**config.mk**
```make
export PLATFORM = sky130hd
export DESIGN_NAME = rect_fill_engine
export DESIGN_NICKNAME = d
export VERILOG_FILES = /design/src/rtl/rect_fill_pkg.sv /design/src/rtl/rect_fill_engine_pixel_tick_gen.sv /design/src/rtl/rect_fill_engine.sv
export SDC_FILE = /design/constraint.sdc
export NUM_CORES = 1
export LEC_CHECK = 0
export CAP_MARGIN = 5
export CELL_PAD_IN_SITES_DETAIL_PLACEMENT = 1
export CELL_PAD_IN_SITES_GLOBAL_PLACEMENT = 1
export CORE_ASPECT_RATIO = 1.25
export CORE_MARGIN = 5
export CORE_UTILIZATION = 42
export CTS_CLUSTER_SIZE = 14
export DETAILED_ROUTE_END_ITERATION = 16
export GPL_TIMING_DRIVEN = 1
export MAX_ROUTING_LAYER = met4
export PLACE_DENSITY = 0.88
export SETUP_SLACK_MARGIN = 0.15
export SLEW_MARGIN = 20
export SYNTH_ARGS = -nofsm -noshare
export SYNTH_HDL_FRONTEND = slang
export SYNTH_SLANG_ARGS = --single-unit
export TNS_END_PERCENT = 5
```
**constraint.sdc**
```tcl
create_clock -name clk -period 2.2 [get_ports clk]
set_input_delay 0.44 -clock clk [delete_from_list [all_inputs] [get_ports clk]]
set_output_delay 0.44 -clock clk [all_outputs]
set_load 0.01 [all_outputs]
```
**src/rtl/rect_fill_pkg.sv**
```systemverilog
// rect_fill_pkg: shared state encoding, default frame size and colour constants
package rect_fill_pkg;
    typedef enum logic [1:0] {IDLE, RUN, FIN} state_t;
    localparam int DEF_SCREEN_W = 160;
    localparam int DEF_SCREEN_H = 120;
    localparam logic [2:0] BLACK = 3'b000;
    localparam logic [2:0] WHITE = 3'b111;
endpackage

```
**src/rtl/rect_fill_engine_pixel_tick_gen.sv**
```systemverilog
// pixel_tick_gen: divides clk by RATE_DIV while enabled, one-cycle tick at count RATE_DIV-1
module pixel_tick_gen #(
    parameter int RATE_DIV = 25
) (
    input  logic clk,
    input  logic reset,
    input  logic clr,
    input  logic en,
    output logic tick
);
    localparam int CW = RATE_DIV > 1 ? $clog2(RATE_DIV) : 1;
    logic [CW-1:0] cnt;
    assign tick = en && cnt == CW'(RATE_DIV - 1);
    always_ff @(posedge clk or negedge reset)
        if (!reset) cnt <= '0;
        else if (clr || tick) cnt <= '0;
        else if (en) cnt <= cnt + 1'b1;
endmodule

```
**src/rtl/rect_fill_engine.sv**
```systemverilog
// rect_fill_engine: fills a clipped rectangle of the frame at one pixel per RATE_DIV clocks.
// Define FILL_PATTERN_EN for a fill/alt checkerboard instead of a solid colour.
module rect_fill_engine
    import rect_fill_pkg::*;
#(
    parameter int SCREEN_W = DEF_SCREEN_W,
    parameter int SCREEN_H = DEF_SCREEN_H,
    parameter int X_W      = 8,
    parameter int Y_W      = 7,
    parameter int COLOUR_W = 3,
    parameter int RATE_DIV = 25
) (
    input  logic                clk,
    input  logic                reset,
    input  logic                start,
    input  logic                abort,
    input  logic [X_W-1:0]      rect_x0,
    input  logic [Y_W-1:0]      rect_y0,
    input  logic [X_W-1:0]      rect_w,
    input  logic [Y_W-1:0]      rect_h,
    input  logic [COLOUR_W-1:0] fill_colour,
    input  logic [COLOUR_W-1:0] alt_colour,
    output logic                busy,
    output logic                done,
    output logic                plot,
    output logic [X_W-1:0]      VGA_x,
    output logic [Y_W-1:0]      VGA_y,
    output logic [COLOUR_W-1:0] VGA_Colour
);
    state_t state, nxt;
    logic [X_W-1:0] x0_q, xe_q, cur_x, x_end;
    logic [Y_W-1:0] y0_q, ye_q, cur_y, y_end;
    logic [X_W:0] x_sum;
    logic [Y_W:0] y_sum;
    logic [COLOUR_W-1:0] fill_q, pix_colour;
    logic accept, empty, tick, adv, last, busy_d, done_d, plot_d;

    // clip in one extra bit so x0+w never wraps before the min()
    assign x_sum  = {1'b0, rect_x0} + {1'b0, rect_w};
    assign y_sum  = {1'b0, rect_y0} + {1'b0, rect_h};
    assign x_end  = x_sum > (X_W+1)'(SCREEN_W) ? X_W'(SCREEN_W - 1) : X_W'(x_sum - 1'b1);
    assign y_end  = y_sum > (Y_W+1)'(SCREEN_H) ? Y_W'(SCREEN_H - 1) : Y_W'(y_sum - 1'b1);
    assign empty  = rect_w == '0 || rect_h == '0 || int'(rect_x0) >= SCREEN_W || int'(rect_y0) >= SCREEN_H;
    assign accept = state == IDLE && start && !abort;
    assign adv    = state == RUN && tick && !abort;
    assign last   = cur_x == xe_q && cur_y == ye_q;

    pixel_tick_gen #(.RATE_DIV(RATE_DIV)) u_tick (
        .clk  (clk),
        .reset(reset),
        .clr  (state != RUN),
        .en   (state == RUN),
        .tick (tick)
    );

    always_comb begin
        nxt = abort ? IDLE :
              state == IDLE ? (start ? (empty ? FIN : RUN) : IDLE) :
              state == RUN  ? (tick && last ? FIN : RUN) : IDLE;
    end

    always_comb begin
        busy_d = nxt != IDLE;
        done_d = state == FIN && !abort;
        plot_d = adv;
    end

    always_ff @(posedge clk or negedge reset)
        if (!reset) begin
            state      <= IDLE;
            busy       <= 1'b0;
            done       <= 1'b0;
            plot       <= 1'b0;
            VGA_x      <= '0;
            VGA_y      <= '0;
            VGA_Colour <= '0;
        end else begin
            state <= nxt;
            busy  <= busy_d;
            done  <= done_d;
            plot  <= plot_d;
            if (adv) begin
                VGA_x      <= cur_x;
                VGA_y      <= cur_y;
                VGA_Colour <= pix_colour;
            end
        end

    always_ff @(posedge clk or negedge reset)
        if (!reset) begin
            x0_q   <= '0;
            y0_q   <= '0;
            xe_q   <= '0;
            ye_q   <= '0;
            cur_x  <= '0;
            cur_y  <= '0;
            fill_q <= '0;
        end else if (accept) begin
            x0_q   <= rect_x0;
            y0_q   <= rect_y0;
            xe_q   <= x_end;
            ye_q   <= y_end;
            cur_x  <= rect_x0;
            cur_y  <= rect_y0;
            fill_q <= fill_colour;
        end else if (adv) begin
            cur_x <= cur_x == xe_q ? x0_q : cur_x + 1'b1;
            cur_y <= cur_x == xe_q ? cur_y + 1'b1 : cur_y;
        end

`ifdef FILL_PATTERN_EN
    logic [COLOUR_W-1:0] alt_q;
    always_ff @(posedge clk or negedge reset)
        if (!reset) alt_q <= '0;
        else if (accept) alt_q <= alt_colour;
    assign pix_colour = (cur_x[0] ^ cur_y[0]) ? alt_q : fill_q;
`else
    logic unused_alt;
    assign unused_alt = ^alt_colour;
    assign pix_colour = fill_q;
`endif
endmodule

```
==> flow_summary.toml <==
[sta]
fin_crit_sh_pct = 106.9
skew_ns = 0.009914
slew_viol_final = 0
fin_tns_setup_ns = -1.229
fin_crit_ns = 2.351
fin_ws_ns = -0.1515
final_hold_viol_count = 0
rsz0062_at_grt = "true"
setup_viol = 18
max_clock_freq_mhz = 425.3
slew-limit-headroom_pct = 55.20
hold_ws_ns = 0.1077
worstMarginPinSlew_ns = 0.6672

[grt]
grt_util_all_layers_pct = 33.05
grt_max_degree = 70
antenna_found_initial = 0
grt_pass1_wl_um = 29520
grt_overflow = 0
grt_pass1_vias = 5072

[worst_setup_path]
ff2ff_setup_slack_ns = -0.15
critPathArrivalTime_ns = 2.56
worst-setup-path-type = "flip-flop to flip-flop"
worstPathCellList = "xor2_1 > nor4_4 > nand2_2 > buf_4 > nor4_2 > xnor2_1 > o21ai_0"
crit_path_start_kind = "flip-flop"
rr_endpoint = "cur_y[6]"
critPathSlowestCell = "dfrtp_1"
path_max_fanout = 8
reg2reg_from = "xe_q[4]"
crit_cells = 7
reg2reg_depth = 7
slowest_delay_ns = 0.46
cp_num_buf_inv = 1
cp-end-kind = "flip-flop"
cpLargestDelayFamily = "simple AND/OR/NAND/NOR gates"
cp.required_ns = 2.41

[clock_tree]
ctsHoldBuffers = 0
clock_path_buffers = 2
cts_tree = "built"
cts_inserted_buffers = 9
clk_root_buffer_cell = "clkbuf_16"
clk_latency_ns = 0.34
cts_sinks = 69
clk_pin_slew_ns = 0.06
htree_levels = 3

[synthesis]
synth-edff-count = 0
async_reset_ff_share_pct = 100.0
synthCells = 467
synth_warnings = 0
synth-seq-area-share_pct = 41.27
synth_seq_cells = 69
synth_nets = 532
syn_avg_cell_area_um2 = 8.959
ys.flop_type = "dfrtp_1"
yosysUniqueCellTypes = 61
synth.cell_area_um2 = 4184

[pwr]
p_total_mw = 4.787
p_leak_nw = 2.825
ir_worst_vdd_uv = 404.9
pwr_density_cell_nw_per_um2 = 751.3

[routing]
vias_per_cell = 6.353
wirelength_um = 20290
postRouteAntennaNets = 0
wire_per_inst_um = 27.34
drt_iter0_markers = 440
first_pass_iters = 5
drc = 0
num_vias = 4714

[place]
hpwlAfterDp_um = 10330
numPortBuffers = 57
place_congestion = 0.8309
dp_worst_setup_slack_ns = -0.8135

[outcome]
status = "finished with violations"
violations = "setup timing"

[job]
max_cap_violations = 0

[floorplanning]
coreArea_um2 = 9659
rows = 40
pin_count = 61
die_h_um = 121.6
start_util_pct = 43.32
die_x_um = 99.27
die-area_um2 = 12070

[hold_path]
hold_class = "input port to async pin"

[finish]
num_antenna_cells = 0
drive_gt1_share_pct = 33.93
fill_cells = 1019
fin_nets = 677
syn_to_final_growth_pct = 52.27
-- through the flow --
stage / instances / instance area (um2) / utilization (%)
after floorplan: 467 / 4257 / -
after global placement: 711 / 5535 / 57.31
after detailed placement: 711 / 5535 / 57.31
after CTS: 740 / 6259 / 64.79
after global routing: 742 / 6371 / 65.96
final: 742 / 6371 / 65.96
-- cells by family (layout without fill, tap and decap cells) --
kind of cell / count (synthesis) / after routing / share of synthesized area (%)
AOI/OAI and AO/OA: 83 / 83 / 13.49
xor gates and xnor gates: 43 / 43 / 9.181
adders and majority gates: 25 / 25 / 7.835
buffers and inverters: 37 / 186 / 3.409
DFF: 69 / 69 / 41.27
muxes: 7 / 7 / 1.794
and+or+nand+nor: 203 / 203 / 23.03
-- cell type report --
| type | count | area (um2) | share of cell area [%] |
|---|---|---|---|
| Inverter | 20 | 75.07 | 1.178 |
| Timing Repair Buffer | 151 | 1296 | 20.35 |
| Clock inverter | 1 | 30.03 | 0.4713 |
| Multi-Input combinational cell | 361 | 2821 | 44.29 |
| Clock buffer | 14 | 264.0 | 4.144 |
| Tap cell | 126 | 157.7 | 2.474 |
| Sequential cell | 69 | 1727 | 27.10 |
-- cells in the final DEF (no fill, tap or decap), types with 4 or more instances in the layout --
cell type | Yosys | final
nand2_1 | 106 | 102
buf_4 | 0 | 87
dfrtp_1 | 69 | 69
clkdlybuf4s50_1 | 0 | 29
nor2_1 | 27 | 27
inv_1 | 20 | 18
xor2_1 | 23 | 18
xnor2_1 | 19 | 17
o21ai_0 | 21 | 15
nand3_1 | 15 | 13
a21oi_1 | 19 | 13
ha_4 | 0 | 13
dlygate4sd2_1 | 0 | 13
nor3_2 | 2 | 10
ha_1 | 23 | 9
clkbuf_16 | 0 | 9
buf_2 | 3 | 8
o21ai_1 | 3 | 7
nor3_1 | 15 | 6
buf_6 | 0 | 6
nor4_2 | 2 | 5
nand2_2 | 1 | 5
a21oi_2 | 0 | 5
o22a_1 | 5 | 5
nand4_1 | 4 | 4
xor2_2 | 0 | 4
mux2_2 | 4 | 4
o22ai_1 | 4 | 4
buf_8 | 0 | 4
-- per-layer routing --
metal	wire length (um)	vias to the layer above	global-route usage [%]
li1	-	1902	-
met1	7230	2347	36.09
met2	10150	309	56.76
met3	1274	156	5.212
met4	1634	0	19.21
met5	0	-	-
-- synth_stat cells (2+ instances only) --
library cell | instances | area share (%)
nand2_1 | 106 | 9.5
dfrtp_1 | 69 | 41
nor2_1 | 27 | 2.4
ha_1 | 23 | 6.9
xor2_1 | 23 | 4.8
o21ai_0 | 21 | 2.5
inv_1 | 20 | 1.8
a21oi_1 | 19 | 2.3
xnor2_1 | 19 | 4.0
nand3_1 | 15 | 1.8
nor3_1 | 15 | 1.8
clkbuf_1 | 8 | 0.72
a211oi_1 | 7 | 1.3
nor4_1 | 7 | 1.0
buf_1 | 6 | 0.54
o22a_1 | 5 | 1.0
mux2_2 | 4 | 1.1
nand4_1 | 4 | 0.60
o22ai_1 | 4 | 0.60
a21o_1 | 3 | 0.54
a22oi_1 | 3 | 0.54
and2_1 | 3 | 0.45
buf_2 | 3 | 0.36
mux2i_1 | 3 | 0.72
o21a_1 | 3 | 0.54
o21ai_1 | 3 | 0.36
or3_1 | 3 | 0.45
and3_1 | 2 | 0.30
fa_1 | 2 | 0.96
nor2b_1 | 2 | 0.30
nor3_2 | 2 | 0.48
nor3b_1 | 2 | 0.36
nor4_2 | 2 | 0.60
or3b_2 | 2 | 0.42
-- what timing repair did --
| item | 4_1_cts | 5_1_grt |
|---|---|---|
| gates cloned | 0 | 0 |
| endpoints found under the setup margin | 24 | 30 |
| hold endpoints to repair | 0 | 0 |
| buffers inserted | 14 | 2 |
| pin swaps | 38 | 22 |
| resized for setup | 140 | 24 |
-- power breakdown --
part	internal [mW]	total (mW)	switching (mW)	leakage [nW]
Combinational	0.712	1.64	0.933	1.81
Sequential	1.44	1.66	0.217	0.874
Clock	0.935	1.48	0.546	0.143
-- worst max-delay path by stage --
stage	from	endpoint	slack, ns
2_1_floorplan	rect_y0[0]	ye_q[3]	-0.04
3_5_place_dp	rect_y0[0]	ye_q[6]	-0.81
4_1_cts	rect_w[1]	xe_q[3]	0.03
6_report	xe_q[4]	cur_y[6]	-0.15
3_3_place_gp	rect_x0[0]	xe_q[4]	-0.60
5_1_grt	xe_q[4]	cur_y[6]	-0.21
-- sequential cells by signal, summed over array words and instances (netlist names) --
register and count:
state 2, VGA_Colour 3, VGA_y 7, cur_x 8, u_tick.cnt 5, busy 1
VGA_x 8, ye_q 7, xe_q 8, plot 1, cur_y 7, x0_q 8
fill_q 3, done 1
(Power assumes the default switching activity.)
